### src/rtl/adc_reader_pkg.sv
// Shared register map, field positions and Wishbone FSM states for the ADC sample reader.
package adc_reader_pkg;

  localparam logic [1:0] REG_DATA   = 2'd0;
  localparam logic [1:0] REG_STATUS = 2'd1;
  localparam logic [1:0] REG_CTRL   = 2'd2;
  localparam logic [1:0] REG_RSVD   = 2'd3;

  localparam int unsigned STATUS_EMPTY_BIT = 8;
  localparam int unsigned STATUS_FULL_BIT  = 9;
  localparam int unsigned STATUS_OVF_BIT   = 10;
  localparam int unsigned STATUS_EN_BIT    = 11;

  localparam int unsigned CTRL_EN_BIT    = 0;
  localparam int unsigned CTRL_FLUSH_BIT = 1;
  localparam int unsigned CTRL_THR_LSB   = 4;
  localparam int unsigned CTRL_THR_WIDTH = 4;
  localparam int unsigned CTRL_OVS_LSB   = 16;
  localparam int unsigned CTRL_OVS_WIDTH = 10;

  localparam logic [CTRL_OVS_WIDTH-1:0] OVS_RESET = 10'h0FF;

  typedef enum logic {
    StIdle,
    StAck
  } wb_state_e;

  // Threshold of zero disables the interrupt.
  function automatic logic fill_irq(input int unsigned count, input int unsigned thr);
    return (thr != 0) && (count >= thr);
  endfunction

endpackage

### src/rtl/sync_fifo.sv
// Single-clock FIFO with push/pop/flush; flush wins over a same-edge push or pop.
module sync_fifo #(
  parameter int unsigned Width     = 32,
  parameter int unsigned DepthLog2 = 3
) (
  input  logic                 clk_i,
  input  logic                 rst_ni,
  input  logic                 push_i,
  input  logic [Width-1:0]     data_i,
  input  logic                 pop_i,
  input  logic                 flush_i,
  output logic [Width-1:0]     data_o,
  output logic [DepthLog2:0]   count_o,
  output logic                 full_o,
  output logic                 empty_o
);

  localparam int unsigned Depth = 1 << DepthLog2;

  logic [Width-1:0]     mem_q [Depth];
  logic [DepthLog2-1:0] wr_ptr_q, wr_ptr_d;
  logic [DepthLog2-1:0] rd_ptr_q, rd_ptr_d;
  logic [DepthLog2:0]   count_q, count_d;
  logic                 push_en, pop_en;

  assign full_o  = (count_q == (DepthLog2 + 1)'(Depth));
  assign empty_o = (count_q == '0);
  assign count_o = count_q;
  assign data_o  = mem_q[rd_ptr_q];

  // A push into a full FIFO is only accepted when a pop frees a slot on the same edge.
  assign push_en = push_i & ~flush_i & (~full_o | pop_i);
  assign pop_en  = pop_i & ~flush_i & ~empty_o;

  always_comb begin
    wr_ptr_d = wr_ptr_q;
    rd_ptr_d = rd_ptr_q;
    count_d  = count_q;
    if (flush_i) begin
      wr_ptr_d = '0;
      rd_ptr_d = '0;
      count_d  = '0;
    end else begin
      if (push_en) wr_ptr_d = wr_ptr_q + DepthLog2'(1);
      if (pop_en)  rd_ptr_d = rd_ptr_q + DepthLog2'(1);
      unique case ({push_en, pop_en})
        2'b10:   count_d = count_q + (DepthLog2 + 1)'(1);
        2'b01:   count_d = count_q - (DepthLog2 + 1)'(1);
        default: count_d = count_q;
      endcase
    end
  end

  always_ff @(posedge clk_i) begin
    if (!rst_ni) begin
      wr_ptr_q <= '0;
      rd_ptr_q <= '0;
      count_q  <= '0;
    end else begin
      wr_ptr_q <= wr_ptr_d;
      rd_ptr_q <= rd_ptr_d;
      count_q  <= count_d;
    end
  end

  always_ff @(posedge clk_i) begin
    if (push_en) mem_q[wr_ptr_q] <= data_i;
  end

endmodule

### src/rtl/adc_sample_reader.sv
// Wishbone-readable sample buffer for the VCO-ADC, with enable/oversample control and fill irq.
module adc_sample_reader
  import adc_reader_pkg::*;
#(
  parameter int unsigned DATA_WIDTH = 32,
  parameter int unsigned DEPTH_LOG2 = 3,
  parameter int unsigned OVS_WIDTH  = 10
) (
  input  logic                  clk,
  input  logic                  rst_n,
  input  logic [DATA_WIDTH-1:0] adc_data_in,
  input  logic                  adc_valid_in,
  output logic                  adc_enable_out,
  output logic [OVS_WIDTH-1:0]  adc_oversample_out,
  input  logic                  wbs_cyc_i,
  input  logic                  wbs_stb_i,
  input  logic                  wbs_we_i,
  input  logic [3:0]            wbs_adr_i,
  input  logic [31:0]           wbs_dat_i,
  output logic                  wbs_ack_o,
  output logic [31:0]           wbs_dat_o,
  output logic                  irq_o
);

  localparam int unsigned CntW = DEPTH_LOG2 + 1;

  wb_state_e state_q, state_d;

  logic                  req, rd_req, wr_req;
  logic [1:0]            reg_idx;
  logic [31:0]           rdata;
  logic [31:0]           dat_q, dat_d;
  logic                  en_q, en_d;
  logic [CTRL_THR_WIDTH-1:0] thr_q, thr_d;
  logic [OVS_WIDTH-1:0]  ovs_q, ovs_d;
  logic                  ovf_q, ovf_d;
  logic                  irq_q, irq_d;
  logic                  ovf_set, ovf_clr;

  logic                  fifo_push, fifo_pop, fifo_flush;
  logic [DATA_WIDTH-1:0] fifo_head;
  logic [CntW-1:0]       fifo_count;
  logic                  fifo_full, fifo_empty;

  logic                  unused_bits;
  assign unused_bits = ^{wbs_adr_i[1:0], wbs_dat_i};

  assign reg_idx = wbs_adr_i[3:2];

  sync_fifo #(
    .Width     (DATA_WIDTH),
    .DepthLog2 (DEPTH_LOG2)
  ) u_fifo (
    .clk_i   (clk),
    .rst_ni  (rst_n),
    .push_i  (fifo_push),
    .data_i  (adc_data_in),
    .pop_i   (fifo_pop),
    .flush_i (fifo_flush),
    .data_o  (fifo_head),
    .count_o (fifo_count),
    .full_o  (fifo_full),
    .empty_o (fifo_empty)
  );

  // Registered ack: a request is only accepted while no ack is being driven.
  always_comb begin
    state_d = state_q;
    req     = 1'b0;
    unique case (state_q)
      StIdle: begin
        if (wbs_cyc_i && wbs_stb_i) begin
          req     = 1'b1;
          state_d = StAck;
        end
      end
      StAck:   state_d = StIdle;
      default: state_d = StIdle;
    endcase
  end

  assign rd_req = req & ~wbs_we_i;
  assign wr_req = req & wbs_we_i;

  always_comb begin
    rdata = '0;
    unique case (reg_idx)
      REG_DATA: begin
        if (!fifo_empty) rdata[DATA_WIDTH-1:0] = fifo_head;
      end
      REG_STATUS: begin
        rdata[CntW-1:0]         = fifo_count;
        rdata[STATUS_EMPTY_BIT] = fifo_empty;
        rdata[STATUS_FULL_BIT]  = fifo_full;
        rdata[STATUS_OVF_BIT]   = ovf_q;
        rdata[STATUS_EN_BIT]    = en_q;
      end
      REG_CTRL: begin
        rdata[CTRL_EN_BIT]                       = en_q;
        rdata[CTRL_THR_LSB +: CTRL_THR_WIDTH]    = thr_q;
        rdata[CTRL_OVS_LSB +: OVS_WIDTH]         = ovs_q;
      end
      default: rdata = '0;
    endcase
  end

  always_comb begin
    en_d       = en_q;
    thr_d      = thr_q;
    ovs_d      = ovs_q;
    fifo_flush = 1'b0;
    ovf_clr    = 1'b0;
    if (wr_req && (reg_idx == REG_CTRL)) begin
      en_d       = wbs_dat_i[CTRL_EN_BIT];
      fifo_flush = wbs_dat_i[CTRL_FLUSH_BIT];
      thr_d      = wbs_dat_i[CTRL_THR_LSB +: CTRL_THR_WIDTH];
      ovs_d      = wbs_dat_i[CTRL_OVS_LSB +: OVS_WIDTH];
    end
    if (wr_req && (reg_idx == REG_STATUS)) begin
      ovf_clr = wbs_dat_i[STATUS_OVF_BIT];
    end
  end

  assign fifo_push = adc_valid_in & en_q;
  assign fifo_pop  = rd_req & (reg_idx == REG_DATA) & ~fifo_empty;

  // A sample lost to a flush is not an overflow; set beats a same-edge clear.
  assign ovf_set = fifo_push & fifo_full & ~fifo_pop & ~fifo_flush;
  assign ovf_d   = ovf_set | (ovf_q & ~ovf_clr);

  assign irq_d = fill_irq(32'(fifo_count), 32'(thr_q));
  assign dat_d = rd_req ? rdata : dat_q;

  always_ff @(posedge clk) begin
    if (!rst_n) begin
      state_q <= StIdle;
      dat_q   <= '0;
      en_q    <= 1'b0;
      thr_q   <= '0;
      ovs_q   <= OVS_WIDTH'(OVS_RESET);
      ovf_q   <= 1'b0;
      irq_q   <= 1'b0;
    end else begin
      state_q <= state_d;
      dat_q   <= dat_d;
      en_q    <= en_d;
      thr_q   <= thr_d;
      ovs_q   <= ovs_d;
      ovf_q   <= ovf_d;
      irq_q   <= irq_d;
    end
  end

  assign wbs_ack_o          = (state_q == StAck);
  assign wbs_dat_o          = dat_q;
  assign adc_enable_out     = en_q;
  assign adc_oversample_out = ovs_q;
  assign irq_o              = irq_q;

endmodule

### config.mk
export PLATFORM = sky130hd
export DESIGN_NAME = adc_sample_reader
export DESIGN_NICKNAME = d
export VERILOG_FILES = /design/src/rtl/adc_reader_pkg.sv /design/src/rtl/sync_fifo.sv /design/src/rtl/adc_sample_reader.sv
export SDC_FILE = /design/constraint.sdc
export NUM_CORES = 1
export LEC_CHECK = 0
export BUFFER_PORTS_ARGS = -buffer_cell sky130_fd_sc_hd__buf_2
export CORE_ASPECT_RATIO = 1.25
export CORE_MARGIN = 10
export CORE_UTILIZATION = 35
export CTS_CLUSTER_SIZE = 20
export DETAILED_ROUTE_END_ITERATION = 16
export RECOVER_POWER = 100
export SLEW_MARGIN = 30
export SYNTH_ARGS = -nofsm -noshare
export SYNTH_HDL_FRONTEND = slang
export SYNTH_SLANG_ARGS = --single-unit
### constraint.sdc
create_clock -name clk -period 7.4 [get_ports clk]
set_clock_uncertainty 0.2 [all_clocks]
set_input_delay 2.22 -clock clk [delete_from_list [all_inputs] [get_ports clk]]
set_output_delay 2.22 -clock clk [all_outputs]
set_load 0.05 [all_outputs]
==> load_flow_metrics.sql, run 1 <==
INSERT INTO impl_metrics (metric_group, metric, value, unit) VALUES
('run_status', 'outcome', 'finished, violations left', ''),
('worst_setup_path', 'ff2ff_setup_slack', '2.82', 'ns'),
('logic_synthesis', 'synth.cell_area', '12400', 'um2'),
('layout', 'syn2layout_area_growth', '16.1', '%'),
('global_route', 'total_global_routing_overflow', '0', ''),
('drt', 'antenna_violating_nets_left', '0', ''),
('clocking', 'clkTransAtPathRegs', '0.06', 'ns'),
('global_route', 'grt_first_pass_wirelength', '43300', 'um'),
('worst_setup_path', 'last_element_of_the_critical_path', 'u_fifo.mem_q[5][19]$_DFFE_PP_', ''),
('timing', 'worstMarginPinSlew', '1.64', 'ns'),
('logic_synthesis', 'dominantRegCellSynth', 'sky130_fd_sc_hd__edfxtp_1', ''),
('die', 'io_pins', '119', ''),
('global_route', 'global_route.usage.total', '12.8', '%'),
('drt', 'drc', '0', ''),
('pwr', 'ir_drop', '0.000158', 'V'),
('drt', 'vias_per_cell', '5.08', ''),
('flow_run', 'maxCapViolCount', '1', ''),
('run_status', 'failed_checks', 'capacitance limit, slew limit', ''),
('worst_setup_path', 'cp.required', '7.39', 'ns'),
('worst_setup_path', 'regToRegStartpoint', 'wbs_ack_o$_SDFF_PN0_', ''),
('logic_synthesis', 'synth-async-reset-ratio', '0', '%'),
('timing', 'timing.final.hold_violations', '0', ''),
('drt', 'detailroute.via_count', '6977', ''),
('layout', 'final_nets', '958', ''),
('timing', 'slew_headroom', '-9.53', '%'),
('layout', 'drive_gt1_share', '15.9', '%'),
('worst_setup_path', 'r2r_cells', '5', ''),
('logic_synthesis', 'synth_adder_area_share', '0.908', '%'),
('layout', 'final_common_cell', 'sky130_fd_sc_hd__edfxtp_1', ''),
('global_route', 'grt_pass1_vias', '7102', ''),
('drt', 'avgRoutedWirePerCell', '21.0', 'um'),
('pwr', 'static-leakage-power', '4.48', 'nW'),
('drt', 'drt_pass1_iterations', '5', ''),
('logic_synthesis', 'synth_cells', '780', ''),
('global_route', 'grt_antenna_before_repair', '5', ''),
('worst_setup_path', 'timing.rr.end', 'u_fifo.mem_q[5][19]$_DFFE_PP_', ''),
('clocking', 'cts_hold_buf', '0', ''),
('layout', 'insertedDiodeCount', '0', ''),
('clocking', 'cts.sinks', '319', ''),
('logic_synthesis', 'synth_enable_flop_cells', '256', ''),
('clocking', 'clkLatencyLatePin', '0.59', 'ns'),
('timing', 'min_period', '5.95', 'ns'),
('layout', 'layout.cells.most_common_list', 'sky130_fd_sc_hd__edfxtp_1 (256), sky130_fd_sc_hd__clkbuf_1 (84), sky130_fd_sc_hd__nand2_1 (70), sky130_fd_sc_hd__dfxtp_1 (60), sky130_fd_sc_hd__o21ai_0 (45)', ''),
('min_path', 'hold_path.class', 'reg2reg', ''),
('clocking', 'post_cts.resized_instances', '0', ''),
('logic_synthesis', 'seq_area_frac_synth', '72.1', '%'),
('logic_synthesis', 'netlist_top_cells_area', 'sky130_fd_sc_hd__edfxtp_1 (62%), sky130_fd_sc_hd__dfxtp_1 (10%), sky130_fd_sc_hd__mux4_2 (4.5%)', ''),
('logic_synthesis', 'ys_seq_elements', '319', ''),
('timing', 'worst_hold_slack', '0.252', 'ns'),
('placement', 'place_congestion', '0.801', ''),
('logic_synthesis', 'synth_cell_types', '54', ''),
('clocking', 'clock_tree.htree_level_count', '1', ''),
('logic_synthesis', 'post_synth_mux_area_share', '10.1', '%'),
('die', 'fp.coreArea', '35200', 'um2'),
('die', 'placement_rows', '77', ''),
('logic_synthesis', 'synth_nets', '863', ''),
('placement', 'detailedPlacementHpwl', '17200', 'um'),
('logic_synthesis', 'avgSynthCellArea', '15.9', 'um2'),
('timing', 'period_share', '80.4', '%'),
('clocking', 'cts_root_buffer_type', 'sky130_fd_sc_hd__clkbuf_16', ''),
('worst_setup_path', 'start_kind', 'primary input', ''),
('logic_synthesis', 'cell_type_with_the_largest_total_area_after_synthesis', 'sky130_fd_sc_hd__edfxtp_1', ''),
('timing', 'report.final.setup_viol', '0', ''),
('logic_synthesis', 'synthSimpleGateAreaFrac', '5.56', '%'),
('worst_setup_path', 'worstSetupEndpointType', 'flip-flop', ''),
('die', 'die_x', '188', 'um'),
('clocking', 'cts_buffers', '31', ''),
('drt', 'drt_wl_total', '28800', 'um'),
('clocking', 'cts_tree', 'done', ''),
('logic_synthesis', 'largest_family_of_logic_cells_by_synthesized_area', 'multiplexers', ''),
('timing', 'final_max_slew_viol_count', '24', '');
[cells by family (layout without fill, tap and decap cells)]
group,count (synthesis),count (layout)
multiplexers,84,84
adder cells (fa/ha/maj),9,9
AO/OA/AOI/OAI,160,160
flip-flops,319,319
XOR/XNOR,5,5
AND/OR/NAND/NOR,145,145
buffers and inverters,58,178
[worst min-delay path by stage]
stage	slack, ns	depth (start not counted)	from	endpoint
after floorplan	0.26	2	thr_q[2]$_SDFFE_PN0N_	thr_q[2]$_SDFFE_PN0N_
after global placement	0.23	2	wbs_dat_o[14]$_SDFFE_PN0P_	wbs_dat_o[14]$_SDFFE_PN0P_
after detailed placement	0.24	2	wbs_dat_o[28]$_SDFFE_PN0P_	wbs_dat_o[28]$_SDFFE_PN0P_
after CTS	0.26	2	wbs_dat_o[28]$_SDFFE_PN0P_	wbs_dat_o[28]$_SDFFE_PN0P_
after global routing	0.29	2	wbs_dat_o[12]$_SDFFE_PN0P_	wbs_dat_o[12]$_SDFFE_PN0P_
final	0.25	2	wbs_dat_o[28]$_SDFFE_PN0P_	wbs_dat_o[28]$_SDFFE_PN0P_
[layer usage]
layer / GRT usage [%] / wire length [um] / vias up
li1: - / - / 3221
met1: 16.0 / 12200 / 3512
met2: 21.2 / 13900 / 189
met3: 3.68 / 2100 / 45
met4: 3.78 / 530 / 10
met5: 0 / 66 / -
[where the power goes]
part	internal, mW	switching, mW	total, mW
sequential	1.94	0.00291	1.94
combinational	0.0149	0.0504	0.0653
clock	1.05	0.687	1.74
[Yosys cell counts, types with 5 or more instances]
| cell | n |
|---|---|
| sky130_fd_sc_hd__edfxtp_1 | 256 |
| sky130_fd_sc_hd__nand2_1 | 70 |
| sky130_fd_sc_hd__dfxtp_1 | 63 |
| sky130_fd_sc_hd__o21ai_0 | 43 |
| sky130_fd_sc_hd__mux2i_1 | 36 |
| sky130_fd_sc_hd__clkbuf_1 | 25 |
| sky130_fd_sc_hd__mux4_2 | 25 |
| sky130_fd_sc_hd__o22ai_1 | 23 |
| sky130_fd_sc_hd__a21oi_1 | 20 |
| sky130_fd_sc_hd__nand3_1 | 19 |
| sky130_fd_sc_hd__nor2_1 | 19 |
| sky130_fd_sc_hd__mux2_2 | 18 |
| sky130_fd_sc_hd__buf_2 | 17 |
| sky130_fd_sc_hd__o21a_1 | 14 |
| sky130_fd_sc_hd__a22oi_1 | 13 |
| sky130_fd_sc_hd__a2bb2oi_1 | 13 |
| sky130_fd_sc_hd__o22a_1 | 13 |
| sky130_fd_sc_hd__ha_1 | 9 |
| sky130_fd_sc_hd__inv_1 | 6 |
| sky130_fd_sc_hd__nand2b_1 | 6 |
| sky130_fd_sc_hd__nor3_1 | 6 |
| sky130_fd_sc_hd__buf_6 | 5 |
| sky130_fd_sc_hd__mux4_1 | 5 |
[stage by stage]
stage / worst slack (ns) / cell area, um2 / utilization, % / instances / power, mW
2_1_floorplan: 1.38 / 12400 / - / 780 / 2.01
3_3_place_gp: 1.94 / 13400 / 38.1 / 1316 / 2.05
3_5_place_dp: 1.85 / 13400 / 38.1 / 1316 / 2.05
4_1_cts: 2.45 / 14500 / 41.3 / 1374 / 3.78
5_1_grt: 1.20 / 14400 / 41.0 / 1374 / 3.85
6_report: 1.45 / 14400 / 41.0 / 1374 / 3.74
[worst max-delay path, stage by stage]
cell and delay (ns):
sky130_fd_sc_hd__clkbuf_1 0.09, sky130_fd_sc_hd__nand4bb_1 0.43, sky130_fd_sc_hd__o311ai_0 1.13, sky130_fd_sc_hd__nand3_1 0.51
sky130_fd_sc_hd__nor2_4 0.86, sky130_fd_sc_hd__clkbuf_1 0.68
[flip-flops by register name (all words and copies together) (netlist names), named ones only]
signal,count
u_fifo.count_o,4
thr_q,4
wbs_dat_o,32
irq_o,1
wbs_ack_o,1
u_fifo.rd_ptr_q,3
adc_enable_out,1
u_fifo.mem_q,256
ovf_q,1
u_fifo.wr_ptr_q,3
adc_oversample_out,10
[area by class of cell]
cell class	count	area, um2	area share [%]
clock buffers	33	783	5.44
repair buffers	113	488	3.39
inverters	7	26.3	0.182
well taps	474	593	4.12
flip-flops and latches	319	8960	62.2
multi-input cells	403	3210	22.3
clock inverters	25	348	2.42
No activity file was read; power rests on OpenSTA's default activity.
==> run 2, diff against run 1 <==
==> constraint.sdc (replaced) <==
create_clock -name clk -period 5.6 [get_ports clk]
set_clock_uncertainty 0.2 [all_clocks]
set_input_delay 1.68 -clock clk [delete_from_list [all_inputs] [get_ports clk]]
set_output_delay 1.68 -clock clk [all_outputs]
set_load 0.05 [all_outputs]
==> load_flow_metrics.sql, run 2 (synthesized netlist as in run 1, its figures left out) <==
INSERT INTO impl_metrics (metric_group, metric, value, unit) VALUES
('clocking', 'buffer_depth_of_the_longest_clock_path', '3', ''),
('worst_setup_path', 'worst-setup-path-type', 'in2reg', ''),
('global_route', 'total_global_routing_overflow', '0', ''),
('pwr', 'ir_drop', '0.000202', 'V'),
('timing', 'slew_headroom', '6.21', '%'),
('die', 'fp.coreArea', '35200', 'um2'),
('drt', 'drt_pass1_iterations', '5', ''),
('pwr', 'power_density_of_the_placed_cells', '339', 'nW/um2'),
('timing', 'final_max_slew_viol_count', '0', ''),
('clocking', 'clkLatencyLatePin', '0.53', 'ns'),
('timing', 'report.final.setup_viol', '0', ''),
('layout', 'finalCoreUtilization', '41.1', '%'),
('placement', 'place_congestion', '0.786', ''),
('clocking', 'cts_buffers', '35', ''),
('layout', 'registers.top_by_ff_count', 'u_fifo.mem_q', ''),
('global_route', 'global_route.usage.total', '13.1', '%'),
('placement', 'pre_cts_ws', '0.871', 'ns'),
('clocking', 'cts_hold_buf', '0', ''),
('die', 'die_y', '231', 'um'),
('global_route', 'grt_start_max_net_pins', '44', ''),
('timing', 'rsz0062_at_grt', 'no', ''),
('layout', 'syn2layout_area_growth', '16.6', '%'),
('clocking', 'cts.sinks', '319', ''),
('drt', 'antenna_violating_nets_left', '0', ''),
('timing', 'tns', '0', 'ns'),
('layout', 'drive_gt1_share', '15.6', '%'),
('clocking', 'clkTransAtPathRegs', '0.06', 'ns'),
('clocking', 'post-cts-setup-buffers', '0', ''),
('worst_setup_path', 'cp.required', '5.53', 'ns'),
('clocking', 'cts_tree', 'done', ''),
('worst_setup_path', 'maximum_fanout_count_along_the_critical_path', '19', ''),
('placement', 'port_buffers', '101', ''),
('clocking', 'cts_root_buffer_type', 'sky130_fd_sc_hd__clkbuf_16', ''),
('drt', 'drc', '0', ''),
('die', 'placement_rows', '77', ''),
('pwr', 'static-leakage-power', '4.50', 'nW'),
('global_route', 'grt_first_pass_wirelength', '43800', 'um'),
('drt', 'drt_wl_total', '28800', 'um'),
('worst_setup_path', 'start_kind', 'primary input', ''),
('drt', 'detailroute.via_count', '7013', ''),
('global_route', 'grt_antenna_before_repair', '4', ''),
('drt', 'vias_per_cell', '5.06', ''),
('layout', 'final_nets', '967', ''),
('run_status', 'outcome', 'complete, no violations', ''),
('drt', 'avgRoutedWirePerCell', '20.8', 'um'),
('timing', 'timing.final.hold_violations', '0', ''),
('die', 'floorplan.die_area', '43400', 'um2'),
('die', 'die_x', '188', 'um'),
('placement', 'detailedPlacementHpwl', '17600', 'um'),
('clocking', 'clock_tree.htree_level_count', '2', ''),
('pwr', 'report.power.total', '4.90', 'mW'),
('timing', 'finalWorstSetupSlack', '0.945', 'ns'),
('timing', 'period_share', '83.1', '%'),
('layout', 'fillerInstances', '3219', ''),
('layout', 'largest_register_ffs', '256', ''),
('timing', 'worstMarginPinSlew', '1.41', 'ns'),
('timing', 'min_period', '4.66', 'ns'),
('worst_setup_path', 'worstSetupEndpointType', 'flip-flop', ''),
('layout', 'final_common_cell', 'sky130_fd_sc_hd__edfxtp_1', ''),
('flow_run', 'maxCapViolCount', '0', ''),
('worst_setup_path', 'worstPathArrival', '4.58', 'ns'),
('clocking', 'post_cts.resized_instances', '0', ''),
('min_path', 'hold_path.class', 'reg2reg', ''),
('timing', 'highest_attainable_clock_frequency', '215', 'MHz'),
('drt', 'detailedRoute.firstIterationViolations', '442', ''),
('die', 'io_pins', '119', ''),
('layout', 'layout.cells.most_common_list', 'sky130_fd_sc_hd__edfxtp_1 (256), sky130_fd_sc_hd__clkbuf_1 (92), sky130_fd_sc_hd__nand2_1 (70), sky130_fd_sc_hd__dfxtp_1 (60), sky130_fd_sc_hd__o21ai_0 (44)', ''),
('layout', 'insertedDiodeCount', '0', ''),
('die', 'initial_utilization', '35.3', '%'),
('global_route', 'grt_pass1_vias', '7275', '');
## run 2: cell count changes in the layout (fill, tap and decap cells not counted), moves of 4 or more
cell,previous run,this run
sky130_fd_sc_hd__buf_12,0,4
sky130_fd_sc_hd__buf_4,10,4
sky130_fd_sc_hd__bufinv_16,8,2
sky130_fd_sc_hd__clkbuf_1,84,92
sky130_fd_sc_hd__clkbuf_16,31,36
sky130_fd_sc_hd__clkbuf_8,0,4
sky130_fd_sc_hd__nor2_1,12,16
## run 2: worst max-delay path, cell delays in order
cell and delay, ns:
sky130_fd_sc_hd__clkbuf_1 0.09, sky130_fd_sc_hd__nand4bb_1 0.47, sky130_fd_sc_hd__o311ai_2 0.67, sky130_fd_sc_hd__nand3b_1 0.34, sky130_fd_sc_hd__nor3_1 0.27, sky130_fd_sc_hd__clkbuf_1 1.05
## run 2: metrics by stage
| step | instance area (um2) | hold slack [ns] | cells |
|---|---|---|---|
| 2_1_floorplan | 12400 | 0.262 | 780 |
| 3_3_place_gp | 13500 | 0.235 | 1321 |
| 3_5_place_dp | 13500 | 0.238 | 1321 |
| 4_1_cts | 14600 | 0.252 | 1385 |
| 5_1_grt | 14500 | 0.300 | 1385 |
| 6_report | 14500 | 0.252 | 1385 |
## run 2: worst paths after layout
kind	startpoint	end	slack, ns	depth (start not counted)
worst max-delay path	wbs_we_i	u_fifo.mem_q[0][31]$_DFFE_PP_	0.94	6
worst max register to register	wbs_ack_o$_SDFF_PN0_	u_fifo.mem_q[0][31]$_DFFE_PP_	1.83	5
worst min register to register	wbs_dat_o[15]$_SDFFE_PN0P_	wbs_dat_o[15]$_SDFFE_PN0P_	0.25	2
worst min-delay path	wbs_dat_o[15]$_SDFFE_PN0P_	wbs_dat_o[15]$_SDFFE_PN0P_	0.25	2
## run 2: area by class of cell
class | instances | area [um2] | area share (%)
tap | 474 | 593 | 4.10
clock buffer | 44 | 971 | 6.71
multi-input combinational | 403 | 3190 | 22.1
clock inverter | 20 | 174 | 1.20
timing repair buffer | 118 | 551 | 3.81
inverter | 7 | 26.3 | 0.182
sequential | 319 | 8960 | 61.9
## run 2: power by group
group | internal, mW | switching [mW]
logic | 0.0198 | 0.0666
clock network | 1.33 | 0.921
registers | 2.56 | 0.00399
## run 2: layer usage
layer / vias to the layer above / GRT usage, % / wire, um
met1: 3538 / 15.8 / 12000
met5: - / 0 / 60
li1: 3253 / - / -
met2: 168 / 22.1 / 14400
met3: 46 / 3.62 / 1810
met4: 8 / 4.22 / 543
